## src/rtl/fetch_unit.sv

```systemverilog
// Instruction fetch front-end: PC generation, 1-cycle-latency imem requests, PC/insn FIFO, redirect flush.
// Optional misaligned-redirect trap enabled by defining FETCH_MISALIGN_TRAP_EN.
module fetch_unit #(
  parameter logic [31:0] RESET_PC = 32'h0000_0000,
  parameter int          DEPTH    = 4
) (
  input  logic        clk,
  input  logic        reset,
  output logic        imem_req,
  output logic [31:0] imem_addr,
  input  logic [31:0] imem_rdata,
  input  logic        redirect_valid,
  input  logic [31:0] redirect_pc,
  output logic        insn_valid,
  input  logic        insn_ready,
  output logic [31:0] insn,
  output logic [31:0] insn_pc,
  output logic        insn_fault
);

  localparam int PW = (DEPTH > 1) ? $clog2(DEPTH) : 1;
  localparam int CW = PW + 1;
  localparam logic [CW:0] DEPTH_V = DEPTH[CW:0];
  localparam logic [31:0] NOP_INSN = 32'h0000_0013;

  logic [31:0]   fpc_reg;
  logic          inflight_reg;
  logic [31:0]   req_pc_reg;
  logic          req_epoch_reg;
  logic          epoch_reg;
  logic [PW-1:0] rd_ptr_reg;
  logic [PW-1:0] wr_ptr_reg;
  logic [CW-1:0] count_reg;
  logic [31:0]   data_mem [DEPTH];
  logic [31:0]   pc_mem   [DEPTH];

  logic          halted;
  logic          push;
  logic          pop;
  logic [CW:0]   occupancy;
  logic [31:0]   redirect_target;

  // Low redirect bits only matter for the trap; otherwise the target is word aligned.
  assign redirect_target = {redirect_pc[31:2], 2'b00};

`ifdef FETCH_MISALIGN_TRAP_EN
  logic halted_reg;
  logic fault_mem [DEPTH];
  logic misalign_redirect;
  assign halted            = halted_reg;
  assign misalign_redirect = redirect_valid && (redirect_pc[1:0] != 2'b00);
  assign insn_fault        = fault_mem[rd_ptr_reg];
`else
  logic unused_redirect_low;
  assign unused_redirect_low = &{1'b0, redirect_pc[1:0]};
  assign halted     = 1'b0;
  assign insn_fault = 1'b0;
`endif

  // A request slot is reserved for the in-flight response so the FIFO can never overflow.
  assign occupancy  = {1'b0, count_reg} + {{CW{1'b0}}, inflight_reg};
  assign imem_req   = !reset && !redirect_valid && !halted && (occupancy < DEPTH_V);
  assign imem_addr  = fpc_reg;
  assign insn_valid = (count_reg != '0) && !redirect_valid;
  assign insn       = data_mem[rd_ptr_reg];
  assign insn_pc    = pc_mem[rd_ptr_reg];
  assign pop        = insn_valid && insn_ready;
  // A redirect this cycle already advances the epoch, so the returning response is stale.
  assign push       = inflight_reg && (req_epoch_reg == (epoch_reg ^ redirect_valid));

  always_ff @(posedge clk) begin
    if (reset) begin
      fpc_reg       <= RESET_PC;
      inflight_reg  <= 1'b0;
      req_pc_reg    <= '0;
      req_epoch_reg <= 1'b0;
      epoch_reg     <= 1'b0;
      rd_ptr_reg    <= '0;
      wr_ptr_reg    <= '0;
      count_reg     <= '0;
      for (int i = 0; i < DEPTH; i++) begin
        data_mem[i] <= '0;
        pc_mem[i]   <= '0;
`ifdef FETCH_MISALIGN_TRAP_EN
        fault_mem[i] <= 1'b0;
`endif
      end
`ifdef FETCH_MISALIGN_TRAP_EN
      halted_reg <= 1'b0;
`endif
    end else begin
      inflight_reg <= imem_req;
      if (imem_req) begin
        fpc_reg       <= fpc_reg + 32'd4;
        req_pc_reg    <= fpc_reg;
        req_epoch_reg <= epoch_reg;
      end

      if (redirect_valid) begin
        epoch_reg  <= ~epoch_reg;
        fpc_reg    <= redirect_target;
        rd_ptr_reg <= '0;
`ifdef FETCH_MISALIGN_TRAP_EN
        halted_reg <= misalign_redirect;
        if (misalign_redirect) begin
          data_mem[0]  <= NOP_INSN;
          pc_mem[0]    <= redirect_pc;
          fault_mem[0] <= 1'b1;
          wr_ptr_reg   <= PW'(1);
          count_reg    <= CW'(1);
        end else begin
          wr_ptr_reg <= '0;
          count_reg  <= '0;
        end
`else
        wr_ptr_reg <= '0;
        count_reg  <= '0;
`endif
      end else begin
        if (push) begin
          data_mem[wr_ptr_reg] <= imem_rdata;
          pc_mem[wr_ptr_reg]   <= req_pc_reg;
`ifdef FETCH_MISALIGN_TRAP_EN
          fault_mem[wr_ptr_reg] <= 1'b0;
`endif
          wr_ptr_reg <= wr_ptr_reg + 1'b1;
        end
        if (pop) begin
          rd_ptr_reg <= rd_ptr_reg + 1'b1;
        end
        if (push && !pop) begin
          count_reg <= count_reg + 1'b1;
        end else if (!push && pop) begin
          count_reg <= count_reg - 1'b1;
        end
      end
    end
  end

endmodule

```

## config.mk

```make
export PLATFORM = sky130hd
export DESIGN_NAME = fetch_unit
export DESIGN_NICKNAME = d
export VERILOG_FILES = /design/src/rtl/fetch_unit.sv
export SDC_FILE = /design/constraint.sdc
export NUM_CORES = 1
export LEC_CHECK = 0
export CAP_MARGIN = 15
export CELL_PAD_IN_SITES_DETAIL_PLACEMENT = 0
export CELL_PAD_IN_SITES_GLOBAL_PLACEMENT = 1
export CORE_ASPECT_RATIO = 0.7
export CORE_MARGIN = 3
export CORE_UTILIZATION = 46
export DETAILED_ROUTE_END_ITERATION = 6
export MAX_ROUTING_LAYER = met4
export PLACE_DENSITY = 0.83
export SKIP_CTS_REPAIR_TIMING = 1
export SLEW_MARGIN = 20
export SYNTH_ARGS = -nofsm -noshare
export SYNTH_HDL_FRONTEND = slang
export SYNTH_SLANG_ARGS = --single-unit
```

## constraint.sdc

```tcl
create_clock -name clk -period 9.3 [get_ports clk]
set_clock_uncertainty 0.05 [all_clocks]
set_input_delay 1.86 -clock clk [delete_from_list [all_inputs] [get_ports clk]]
set_output_delay 1.86 -clock clk [all_outputs]
set_load 0.01 [all_outputs]
```

Word-level counts from Yosys, hierarchy flattened
Memory sizes are Yosys's and may differ from the RTL's. A register that Yosys moved wholly into a read port is not among the register bits.
Index checks and enable logic that the tools add are counted.
W data, S select, Z words.
- $lt $le $gt $ge: 1
- $add $sub $neg: 6
- bitwise gates (word level): 2
- reduce and logical (&&, ||, !) cells: 17
- muxes and demuxes: 20
- eq/ne operators: 1
- operators with widths (kind ; number):
    $mux W32 ; 4
    $reduce_or A32 Y1 ; 2
    $add A32 B3 Y32 const B ; 1
    $mux W2 ; 6
    $mux W1 ; 8
    $logic_and A1 B1 Y1 ; 7
    $mux W3 ; 2
    $add A2 B1 Y2 const B ; 2
    $add A3 B1 Y4 ; 1
    $logic_not A1 Y1 ; 4
    $lt A4 B3 Y1 const B ; 1
    $reduce_bool A2 Y1 ; 2
    $add A3 B1 Y3 const B ; 1
    $reduce_bool A3 Y1 ; 1
    $sub A3 B1 Y3 const B ; 1
    $reduce_or A2 Y1 ; 1
    $eq A1 B1 Y1 ; 1
    $not A1 Y1 ; 1
    $xor A1 B1 Y1 ; 1
- word-level logic and storage cells: 58
- bits in registers: 74
- memory bits (writable): 256
- bits of input ports: 68
- output and inout bits: 99
- memories kept: 2
- memories (memory ; depth ; width ; rd ports ; clocked after Yosys merged registers in ; write ports ; line ; source):
    data_mem ; 4 ; 32 ; 1 ; 1 ; 4 ; 34 ; logic [31:0] data_mem [DEPTH];
    pc_mem ; 4 ; 32 ; 1 ; 1 ; 4 ; 35 ; logic [31:0] pc_mem [DEPTH];

Logic depth before layout (Yosys ltp)
- depth in word-level cells: 9
- mapped depth: 9
- depth with buffers taken out: 9

Worst setup path before layout
No wires, ideal clock.
- kind: input port to flip-flop
- start: in redirect_valid
- end: mem data_mem[3][0], enable pin
- required time: 8.682 ns
- library setup time: 0.568 ns
- buffers on the path: 0
- slack: 1.918 ns
- stages: 4
- data arrival time: 6.765 ns
- cells stage by stage: xnor3_1 -> and2_1 -> nand2_1 -> o21ai_0
- RTL lines (what ; line ; source):
    from (decl) ; 12 ; input logic redirect_valid,
    to (decl) ; 34 ;

Final worst setup path
- start: in redirect_valid
- end: out imem_req
- longest elaborated chain between the ends: 3
- RTL lines (what ; line ; source):
    $logic_not A1 Y1 ; 62 ; assign imem_req = !reset && !redirect_valid && !halted && (occupancy < DEPTH_V);
    $logic_and A1 B1 Y1 (2 in a row) ; 62 ;
    to (decl) ; 9 ; output logic imem_req,
Every way passes these cells.

==> summary.md <==
| Metric | Value |
|---|---|
| Status | `finished, final reports clean` |
| Clock share of power | `0.395` |
| Distinct cells, synth | `55` |
| Critical setup path kind | `input port to output port` |
| Clk sinks | `320` |
| Fin crit share | `0.6827` |
| Startpoint Class | `input port` |
| CP Cell Sequence | `clkdlybuf4s50_1 > buf_4 > or2_1 > or3_4 > clkinv_2 > clkdlybuf4s50_1` |
| Post-Place Setup Slack | `2.932 ns` |
| Synth Register Bits | `320` |
| Synth Flop Type | `edfxtp_1` |
| Number of synthesized flops with an enable pin | `248` |
| Yosys Warn Count | `0` |
| Vias/cell | `5.331` |
| Max incr delay on CP | `0.64 ns` |
| H-tree levels | `1` |
| Top Registers | `data_mem (128), pc_mem (120)` |
| # DRC | `0` |
| Largest cells by area after synthesis | `edfxtp_1 (53%), and2_1 (11%), dfxtp_1 (10%)` |
| CTS root buffer | `clkbuf_16` |
| Final hold violations | `0` |
| GPL Wtd Cong | `0.7910` |
| Critical path arrival | `4.44 ns` |
| Crit-path slowest cell | `or3_4` |
| Core area | `29410 µm²` |
| Max-slew violations | `0` |
| Max Fanout on Critical Path | `57` |
| Critical Path RT | `7.39 ns` |
| Total Power | `3039 µW` |
| Width of the chip | `214.2 µm` |
| Delay-heaviest family, CP | `buffers and inverters` |
| Hpwl dp | `18.07 mm` |
| Critical Path Sink Type | `output port` |
| Largest Register | `data_mem` |
| # rows | `52` |
| CTS buffer count | `31` |
| Crit path top cell by count | `clkdlybuf4s50_1` |
| Placement Cell Area | `15850 µm²` |
| Worst Tran Pin Value | `1.103 ns` |
| Part of the power in combinational logic | `0.070` |
| Initial antenna violation count | `0` |
| Ports | `167` |
| # setup viols final | `0` |
| Initial core utilization | `0.4748` |
| Gr usage total | `0.2019` |
| Post-Syn Area | `13960 µm²` |
| Finished Cell Area | `16860 µm²` |
| Number of I/O port buffers | `159` |
| Synth area leader | `edfxtp_1` |
| Routed via count | `8466` |
| Share of layout cells above drive strength 1 | `0.1133` |
| Fillers | `2452` |
| Post-synth ARST share | `0` |
| Cell-internal power | `2389 µW` |
| Fin worst setup slack | `2.951 ns` |
| # nets final | `1230` |
| TritonCTS clock tree | `done` |
| Max Freq | `157.5 MHz` |
| Insertion delay to the later sink of the worst-skew pair | `0.55 ns` |
| Routed WL | `32.28 mm` |
| Synth top area share | `0.5333` |
| Vias in the first global route | `8503` |
| Syn avg cell area | `13.65 µm²` |
| Sequential share of power | `0.535` |
| CTS Buffer Depth | `3` |
| Peak VDD IR | `145.8 µV` |
| Post-route ant nets | `0` |
| Final min period | `6.349 ns` |
| Clock Pin Slew Worst Setup and Hold Paths | `0.06 ns` |
| Die area | `32520 µm²` |
| Switching Fraction | `0.2140` |
| DR WL/cell | `20.33 µm` |
| 1st-pass router iterations | `5` |
| Largest net degree at the start of global routing | `64` |
| WHS | `0.4410 ns` |
| DRT iter0 DRCs | `558` |
| First-pass GRT wire length | `49.57 mm` |
| Grt ovf | `0` |
| HP Class | `flop to flop` |
| Sequential-to-total area share from yosys stat | `0.6366` |
| Max reg flops | `128` |
| Sw power | `650.5 µW` |
| Fin Setup TNS | `0 ns` |
| WP buf/inv | `4` |
| Pwr per Cell Area | `180.3 nW/µm²` |
| Lkg Pwr | `0.005900 µW` |
| Mapped Cells | `1023` |
| Ant diodes | `0` |
| RSZ-0062 raised after global routing | `false` |
| P&R area growth vs syn | `20.72%` |
| Max cap viols | `0` |
| Rel. slew slack | `0.2644` |
| Die Ht | `151.8 µm` |
==> worst min-delay path, stage by stage, from the launching register on <==
cell and delay (ns):
dfxtp_1 0.33, nand2_1 0.06, a21oi_1 0.05
==> layout by cell type (no fill, tap or decap), drive strengths merged, types with 13 or more instances in the layout <==
cell type	n
edfxtp	248
clkdlybuf4s50	158
a31oi	13
and2	252
nand3	18
a21oi	43
nand2	88
dfxtp	72
mux4	62
nor2	25
o21ai	15
clkbuf	49
==> layer usage <==
metal / track usage / routed length, µm
met4: 0.02493 / 316
met5: - / 0
met3: 0.03707 / 1760
met1: 0.2768 / 14590
met2: 0.3298 / 15610
==> power groups by stage <==
stage / Combinational (µW) / Clock (µW) / Sequential (µW)
2_1_floorplan: 106 / 0 / 1650
3_3_place_gp: 215 / 0 / 1650
3_5_place_dp: 217 / 0 / 1660
5_1_grt: 232 / 1290 / 1630
4_1_cts: 218 / 1230 / 1630
6_report: 214 / 1200 / 1630
==> Yosys cell counts (5+ instances only) <==
cell,instances
and2_1,252
edfxtp_1,248
nand2_1,88
dfxtp_1,72
mux4_2,62
clkbuf_1,48
a21oi_1,43
nor2_1,24
nand3_1,16
o21ai_0,15
a31oi_1,13
nand4_1,12
buf_2,10
nor2b_1,10
and3_1,8
inv_1,8
xor2_1,8
a22oi_1,7
buf_4,7
or3_1,7
nor3_1,6
or2_2,5
==> layout make-up <==
class                      count  area [µm²]  share of cell area
multi-input combinational    628        4770              0.2830
sequential                   320        8896              0.5278
timing repair buffer         169        1682             0.09976
inverter                       9       35.03            0.002078
clock buffer                  49       904.6             0.05367
clock inverter                 8       62.56            0.003711
tap                          405       506.7             0.03006
==> through the flow <==
stage                 util  cells
CTS                 0.5719   1587
global placement    0.5391   1530
floorplan                -   1027
detailed placement  0.5391   1530
global route        0.5732   1588
finish              0.5732   1588
==> final timing paths <==
| kind | startpoint | to | slack (ns) | depth (start not counted) |
|---|---|---|---|---|
| hold reg to reg | req_pc_reg[29] | req_pc_reg[29] | 0.44 | 2 |
| setup / recovery | redirect_valid | imem_req | 2.95 | 6 |
| hold / removal | req_pc_reg[29] | req_pc_reg[29] | 0.44 | 2 |
| setup reg to reg | epoch_reg | data_mem[2][19] | 6.28 | 5 |
==> logic make-up (layout without fill, tap and decap cells) <==
kind of cell | Yosys count | in the layout | synth area share
AO/OA/AOI/OAI | 99 | 99 | 0.04328
XOR/XNOR | 12 | 12 | 0.008513
adder cells (fa/ha/maj) | 3 | 3 | 0.003226
buffers and inverters | 79 | 235 | 0.02625
flip-flops | 320 | 320 | 0.6366
multiplexers | 64 | 64 | 0.1014
other | 1 | 5 | 0.0002686
AND/OR/NAND/NOR | 445 | 445 | 0.1805
(Power assumes the default switching activity.)
==> variant, RTL diff (same settings) <==
Set the parameter `DEPTH` to 8 (it was 4).
--- a/src/rtl/fetch_unit.sv
+++ b/src/rtl/fetch_unit.sv
@@ -2,7 +2,7 @@
 // Optional misaligned-redirect trap enabled by defining FETCH_MISALIGN_TRAP_EN.
 module fetch_unit #(
   parameter logic [31:0] RESET_PC = 32'h0000_0000,
-  parameter int          DEPTH    = 4
+  parameter int          DEPTH    = 8
 ) (
   input  logic        clk,
   input  logic        reset,
Formal check against the unedited RTL: not equivalent (Yosys sat finds a counterexample within 10 cycles, from zero or initial values and one cycle with reset high).
==> variant against the unedited design <==
Synthesized cell count grew 70%; routed wire length grew 94%; critical path type unchanged; combinational power grew 49%; worst setup slack gained 280 ps; final area grew 77%; sequential cell count grew 252; core utilization shrank 2.4 points; worst hold slack gained 0.56 ps; critical path depth grew 1; global-route usage grew 2.1 points; first-iteration DRC count grew to 2.5 times the old value; total power grew 86%; area after synthesis grew 83%.
==> variant: results (changes against the unedited design) <==
[status]
status = finished clean

[place]
place_inst = 2534  ; +66%
placedInstanceArea_sq_um = 27900  ; +76%
io_buffers = 159  ; unchanged
place_hpwl_um = 32500  ; +80%
place_ws_ps = 3110  ; +180 ps
gp_congestion = 0.820  ; +3.7%

[power]
irDropWorstVdd_uv = 140  ; -4.2%
p_leak_nw = 10.4  ; +77%

[clocking]
htreeDepth = 2  ; +1
clk_latency_ps = 590  ; +40 ps
cts-root-buf = clkbuf_16
clkTransAtPathRegs_ps = 60  ; about the same
numCtsBuffers = 56  ; +81%

[global_route]
grt_pass1_wl_um = 96100  ; +94%
grt_pass1_vias = 15626  ; +84%
grt_max_degree = 83  ; +30%
antenna_found_initial = 1  ; +1
grt_usage_pct = 22.3  ; +2.1 points

[setup_path]
worstReg2RegEnd = data_mem[1][27]
cp.arrival_ps = 4160  ; -280 ps
r2r_start = epoch_reg
critical_path.max_fanout = 34  ; -40%
ff2ff_path_depth = 6  ; +1
reg2reg_slack_ps = 5620  ; -660 ps

[worst_hold_path]
hold_path_end = req_epoch_reg
worstHoldStart = req_epoch_reg
hold_path_class = register to register

[synthesis]
ys_top_cells_by_count = 497 x and2_1, 496 x edfxtp_1, 124 x mux4_2, 94 x clkbuf_1, 88 x nand2_1
synth_area_leaders = edfxtp_1 58%, and2_1 12%, mux4_2 11%, dfxtp_1 5.9%, mux2_2 2.7%
synth.avg_cell_area_sq_um = 14.7  ; +7.7%
ys_seq_area_share_pct = 64.1  ; +0.46 points
synth_edf_count = 496  ; +100%
async_flop_share_pct = 0  ; unchanged
synth.distinct_cells = 55  ; unchanged
synth_warnings = 0  ; unchanged

[cells_and_area]
drive_gt1_share_pct = 16.8  ; +5.4 points
nets = 1937  ; +57%
final-instance-count-excl-fill = 2641  ; +66%
top_regs = data_mem: 256 flops, pc_mem: 240 flops

[route]
drt_iter0_markers = 1419  ; +150%
drt-total-wl_um = 62500  ; +94%
dr.pass1.iters = 5  ; unchanged
vias_per_cell = 5.65  ; +6.0%

[timing]
whs_ps = 442  ; +0.557 ps
relSlewSlack_pct = 33.1  ; +6.7 points

## variant: worst max path at each step
stage,slack [ps],startpoint,endpoint
2_1_floorplan,4370,redirect_valid,imem_req
3_3_place_gp,3150,redirect_valid,data_mem[0][9]
3_5_place_dp,3110,redirect_valid,data_mem[1][19]
4_1_cts,3240,redirect_valid,imem_req
5_1_grt,3080,redirect_valid,imem_req
6_report,3230,redirect_valid,imem_req
## variant: worst max-delay path, stage by stage
cell             delay, ps
clkdlybuf4s50_1        400
buf_4                  260
nor2_1                 490
nand2_1                130
inv_1                   90
buf_4                  300
clkdlybuf4s50_1        620
## variant: kinds of logic (layout without fill, tap and decap cells)
group	after synthesis	after routing	synth area share [%]
multiplexers	190	190	13.8
adder cells (fa/ha/maj)	7	7	0.371
flip-flops	572	572	64.1
other	1	6	0.0146
AND/OR/NAND/NOR	725	725	16.5
buffers and inverters	135	300	2.16
AO/OA/AOI/OAI	96	96	2.44
XOR/XNOR	15	15	0.567
## variant: layout make-up
class	instances	area [sq um]
antenna	1	2.50
clock buffer	74	1520
clock inverter	32	445
fill	4371	24500
inverter	11	41.3
multi-input combinational	1038	8720
sequential	572	16400
tap	730	913
timing repair buffer	183	1780
## variant: per-layer routing
metal  share of wire (%)  track usage [%]  vias up
met5                   0                -        -
met4                 1.4             4.83        0
met3                 6.2             3.39       72
met2                  49             35.4      476
met1                  43             30.8     7713
li1                    -                -     6657
## variant: where the power goes
group	switching (mW)	internal [mW]
combinational	0.172	0.146
sequential	0.0543	2.87
clock	0.967	1.46
total	1.19	4.47
